$ cat src/rtl/ram_2d_scan_reader_pkg.sv
// Shared definitions for the 2D RAM scan reader: FSM encoding and RAM geometry.
package ram_2d_scan_reader_pkg;

   typedef enum logic [1:0] {
      IDLE  = 2'd0,
      SCAN  = 2'd1,
      DRAIN = 2'd2
   } scan_state_t;

   localparam int ROWS = 64;
   localparam int COLS = 32;

endpackage

$ cat src/rtl/ram_2d_scan_reader_skid_fifo.sv
// Two-entry skid FIFO that buffers RAM read data and presents it as a valid/data stream.
module ram_rd_skid_fifo #(
   parameter int DATA_W = 8
) (
   input  logic              clk,
   input  logic              rst_n,
   input  logic              push,
   input  logic [DATA_W-1:0] push_data,
   input  logic              pop,
   output logic [1:0]        cnt,
   output logic              valid,
   output logic [DATA_W-1:0] data
);

   logic [DATA_W-1:0] mem [2];
   logic              wr_ptr;
   logic              rd_ptr;

   always_ff @(posedge clk or negedge rst_n) begin
      if (!rst_n) begin
         wr_ptr <= 1'b0;
         rd_ptr <= 1'b0;
         cnt    <= 2'd0;
      end else begin
         if (push) wr_ptr <= ~wr_ptr;
         if (pop)  rd_ptr <= ~rd_ptr;
         case ({push, pop})
            2'b10:   cnt <= cnt + 2'd1;
            2'b01:   cnt <= cnt - 2'd1;
            default: cnt <= cnt;
         endcase
      end
   end

   // Storage carries no reset; the output mux hides stale entries while empty.
   always_ff @(posedge clk) begin
      if (push) mem[wr_ptr] <= push_data;
   end

   assign valid = (cnt != 2'd0);
   assign data  = valid ? mem[rd_ptr] : '0;

endmodule

$ cat src/rtl/ram_2d_scan_reader.sv
// Read-side scan controller for the 2D single-port RAM; streams a row window out over valid/ready.
// Optional XOR checksum output chk is enabled by defining SCAN_CHECKSUM_EN.
module ram_2d_scan_reader
   import ram_2d_scan_reader_pkg::*;
#(
   parameter int ROW_W  = 6,
   parameter int COL_W  = 5,
   parameter int DATA_W = 8
) (
   input  logic              clk,
   input  logic              rst_n,
   input  logic              start,
   input  logic [ROW_W-1:0]  row_first,
   input  logic [ROW_W-1:0]  row_last,
   output logic              ram_cs,
   output logic              ram_wr,
   output logic [ROW_W-1:0]  ram_add_a,
   output logic [COL_W-1:0]  ram_add_b,
   input  logic [DATA_W-1:0] ram_d_out,
   output logic [DATA_W-1:0] m_data,
   output logic              m_valid,
   input  logic              m_ready,
   output logic              busy,
   output logic              done
`ifdef SCAN_CHECKSUM_EN
   ,
   output logic [DATA_W-1:0] chk
`endif
);

   localparam logic [COL_W-1:0] COL_LAST = COL_W'(COLS - 1);

   scan_state_t      state_q, state_d;
   logic [ROW_W-1:0] row_q;
   logic [ROW_W-1:0] row_last_q;
   logic [COL_W-1:0] col_q;
   logic             rd_pend_q;
   logic             issue;
   logic             pop;
   logic [1:0]       fifo_cnt;
   logic [2:0]       occ;

   assign pop = m_valid && m_ready;
   // Entries held or in flight after this cycle's pop; keeps the FIFO from overflowing.
   assign occ = {1'b0, fifo_cnt} + {2'b00, rd_pend_q} - {2'b00, pop};

   always_ff @(posedge clk or negedge rst_n) begin
      if (!rst_n) state_q <= IDLE;
      else        state_q <= state_d;
   end

   always_comb begin
      state_d = state_q;
      issue   = 1'b0;
      done    = 1'b0;
      case (state_q)
         IDLE: if (start) state_d = SCAN;
         SCAN: begin
            issue = (occ < 3'd2);
            if (issue && col_q == COL_LAST && row_q == row_last_q) state_d = DRAIN;
         end
         DRAIN: begin
            if (!rd_pend_q && fifo_cnt == 2'd1 && pop) begin
               done    = 1'b1;
               state_d = IDLE;
            end
         end
         default: state_d = IDLE;
      endcase
   end

   always_ff @(posedge clk or negedge rst_n) begin
      if (!rst_n) begin
         row_q      <= '0;
         row_last_q <= '0;
         col_q      <= '0;
         rd_pend_q  <= 1'b0;
      end else begin
         rd_pend_q <= issue;
         if (state_q == IDLE && start) begin
            row_q      <= (row_first > row_last) ? row_last : row_first;
            row_last_q <= (row_first > row_last) ? row_first : row_last;
            col_q      <= '0;
         end else if (issue) begin
            col_q <= col_q + 1'b1;
            if (col_q == COL_LAST && row_q != row_last_q) row_q <= row_q + 1'b1;
         end
      end
   end

   ram_rd_skid_fifo #(.DATA_W(DATA_W)) u_fifo (
      .clk       (clk),
      .rst_n     (rst_n),
      .push      (rd_pend_q),
      .push_data (ram_d_out),
      .pop       (pop),
      .cnt       (fifo_cnt),
      .valid     (m_valid),
      .data      (m_data)
   );

   assign ram_cs    = issue;
   assign ram_wr    = 1'b0;
   assign ram_add_a = row_q;
   assign ram_add_b = col_q;
   assign busy      = (state_q != IDLE) && !done;

`ifdef SCAN_CHECKSUM_EN
   always_ff @(posedge clk or negedge rst_n) begin
      if (!rst_n)                       chk <= '0;
      else if (state_q == IDLE && start) chk <= '0;
      else if (pop)                     chk <= chk ^ m_data;
   end
`endif

endmodule
$ cat config.mk
export PLATFORM = sky130hd
export DESIGN_NAME = ram_2d_scan_reader
export DESIGN_NICKNAME = d
export VERILOG_FILES = /design/src/rtl/ram_2d_scan_reader_pkg.sv /design/src/rtl/ram_2d_scan_reader_skid_fifo.sv /design/src/rtl/ram_2d_scan_reader.sv
export SDC_FILE = /design/constraint.sdc
export NUM_CORES = 1
export LEC_CHECK = 0
export ABC_AREA = 1
export CORE_MARGIN = 2
export CORE_UTILIZATION = 46
export DETAILED_ROUTE_END_ITERATION = 8
export MAX_ROUTING_LAYER = met4
export PLACE_DENSITY = 0.76
export SYNTH_ARGS = -nofsm -noshare
export SYNTH_HDL_FRONTEND = slang
export SYNTH_SLANG_ARGS = --single-unit
$ cat constraint.sdc
create_clock -name clk -period 3.25 [get_ports clk]
set_input_delay 0.8125 -clock clk [delete_from_list [all_inputs] [get_ports clk]]
set_output_delay 0.8125 -clock clk [all_outputs]
set_load 0.1 [all_outputs]
==> flow_metrics.tcl <==
set metrics [dict create \
    area_delta_synth_final_pct 32.98 \
    root_buffer "clkbuf_8" \
    cts_made_buffers 5 \
    cts_max_level 2 \
    ys_warn_count 0 \
    reg2reg_depth 16 \
    crit_fanout 2 \
    die_x_um 75.40 \
    hold_slack_ps 512.5 \
    hold_class "flop to flop" \
    synthDistinctLibCells 28 \
    initial_core_util 0.4868 \
    reg2reg_from "u_fifo.cnt[1]$_DFFE_PN0P_" \
    fin_nets 385 \
    finalHoldViolations 0 \
    layout_min_cycle_time_ps 3284 \
    r2r_slack_ps 570 \
    ys_seq_area_frac 0.4610 \
    synth_compound_area_frac 0.08858 \
    grt_busiest_layer "met2" \
    rsz0062_at_grt "true" \
    synthSimpleGateAreaFrac 0.2737 \
    antenna_cells 0 \
    fillers 412 \
    max_cap_violations 0 \
    met1_usage 0.2579 \
    dieArea_um2 5684 \
    required_ps 2440 \
    slew_headroom 0.5589 \
    finalCritPeriodShare 1.010 \
    slew_viol_final 0 \
    violations "negative setup slack" \
    core-area_um2 4817 \
    synth_top_family_by_area "simple AND/OR/NAND/NOR gates" \
    holdBufCountCts 0 \
    syn-instance-count 286 \
    met3_usage 0.03307 \
    dr.pass1.iters 4 \
    wire_per_inst_um 11.93 \
    viasPerCell 4.795 \
    grt_util_all_layers 0.1945 \
    finClkSkew_ps 6.665 \
    clkLatencyLatePin_ps 290 \
    grtUsageMet2 0.3053 \
    drive_above_1_share 0.2126 \
    cts_tree "done" \
    cp-end-kind "output pin" \
    grt_pass1_vias 1787 \
    grt_max_degree 25 \
    dr_total_vias 1990 \
    status "finished with violations" \
    max_freq_ghz 0.3045 \
    synth_top_cell_by_area "dfrtp_1" \
    grt_antenna_before_repair 0 \
    setup_tns_ps -34.07 \
    critical_path.endpoint "ram_cs" \
    synth_area_um2 2345 \
    setup_viol 1 \
    tightest_slew_ps 659.2 \
    synth.top_cell.area_share 0.2561 \
    yosys.area_share.xor_xnor 0.01868 \
    synth_adder_area_share 0.07791 \
    synthMuxAreaShare 0 \
    clockBufferDepth 2 \
    drt_wl_total_um 4951 \
    clkSinkCount 40 \
    critPathArrivalTime_ps 2470 \
    startpoint "u_fifo.cnt[1]$_DFFE_PN0P_" \
    rows 25 \
    r2r_end "ram_add_a[3]$_DFFE_PN0P_" \
    io_buffers 46 \
    ys_ff_latch 40 \
    worst_slack_ps -34.07 \
    worst_setup_path_start_kind "flop" \
    synth.area.top_cells "dfrtp_1 26%, edfxtp_1 20%, nor2_1 8.5%" \
    drc_errors 0 \
    synth_nets 324 \
    die_y_um 75.40 \
    register_area_um2 1081 \
    clkSlewWorstSetupHoldPaths_ps 70 \
    utilization 0.6473 \
    gp_congestion 0.8068 \
    dp_hpwl_um 3561 \
    io_pins 48 \
    first_iter_violations 85 \
    multiInputGateArea_um2 1140 \
    ant_nets 0 \
    grt_overflow_total 0 \
    critPathKind "flop to output pin" \
    grt_pass1_wl_um 8121 \
    avgSynthCellArea_um2 8.198 \
]
cells in the mapped netlist:
cell / instances
inv_1: 33
dfrtp_1: 24
nor2_1: 53
conb_1: 1
nand2_4: 2
xnor2_1: 2
inv_2: 6
buf_2: 3
nor2_4: 2
nand3_1: 20
o21ai_0: 15
ha_1: 13
nand2_1: 50
buf_4: 2
nand4_4: 1
clkinv_1: 2
nor3_1: 3
o31ai_1: 1
o21bai_1: 2
edfxtp_1: 16
nor2_2: 1
a21oi_1: 22
nand2_8: 1
fa_1: 1
nand3_2: 1
nand2_2: 5
or2_2: 1
xor2_1: 3
layout make-up:
class                      count  area share
clock inverter                 2     0.01124
inverter                      41     0.05538
multi-input combinational    200      0.3656
clock buffer                   6     0.02327
tap                           67     0.02689
sequential                    40      0.3467
timing repair buffer          59      0.1709
critical path, cell delays in order (launching register included):
cell,delay [ps]
dfrtp_1,400
inv_2,100
ha_4,170
clkinv_8,60
nand2_8,50
inv_4,30
ha_4,190
or2_4,230
fa_2,580
nand4_4,90
clkinvlp_4,110
buf_12,170
layer usage:
metal	routed length [µm]	vias up
met4	70	0
met1	2332	894
met2	2273	58
met3	274	6
li1	-	1032
met5	0	-
timing repair:
action,CTS,global route
pin swaps,4,2
endpoints found under the setup margin,1,1
setup buffers,5,3
gates resized for setup,5,2
hold endpoints to repair,0,0
state kept, by name, indices dropped and copies added, names as in the netlist:
name           count
u_fifo.rd_ptr      1
u_fifo.mem        16
row_last_q         6
ram_add_b          5
u_fifo.wr_ptr      1
rd_pend_q          1
u_fifo.cnt         2
ram_add_a          6
state_q            2
logic make-up (layout without fill, tap and decap cells):
group,after synthesis,count (layout)
other cells,1,1
flops,40,40
xor+xnor,5,5
simple gates,140,140
fa+ha+maj,14,14
buf+inv,46,108
compound gates,40,40
through the flow:
stage | setup slack (ps) | std cells | instance area (µm²)
after floorplan | -110.9 | 286 | 2410
after global placement | -396.0 | 399 | 2942
after detailed placement | -415.4 | 399 | 2942
after CTS | -17.40 | 412 | 3084
after global routing | -125.3 | 415 | 3118
final | -34.07 | 415 | 3118
worst min path at each step:
stage	start	to	slack, ps	depth (start not counted)
finish	rd_pend_q$_DFF_PN0_	u_fifo.wr_ptr$_DFFE_PN0P_	510	1
global route	rd_pend_q$_DFF_PN0_	u_fifo.wr_ptr$_DFFE_PN0P_	540	1
CTS	u_fifo.wr_ptr$_DFFE_PN0P_	u_fifo.wr_ptr$_DFFE_PN0P_	520	1
detailed placement	rd_pend_q$_DFF_PN0_	u_fifo.wr_ptr$_DFFE_PN0P_	500	1
global placement	u_fifo.wr_ptr$_DFFE_PN0P_	u_fifo.wr_ptr$_DFFE_PN0P_	480	1
floorplan	u_fifo.wr_ptr$_DFFE_PN0P_	u_fifo.wr_ptr$_DFFE_PN0P_	460	1
cells in the final DEF (no fill, tap or decap), drive strengths merged, types with 3 or more instances in the layout:
master,netlist,routed
nor3,3,3
clkdlybuf4s50,0,22
nand3,21,21
buf,5,37
clkbuf,0,6
o21ai,15,15
edfxtp,16,16
a21oi,22,22
xor2,3,3
inv,39,38
dfrtp,24,24
ha,13,13
nand2,58,58
clkinv,2,3
nor2,56,56
Power is not shown: default switching activity piles up to over one toggle a cycle in this logic, so the estimate is an artifact.
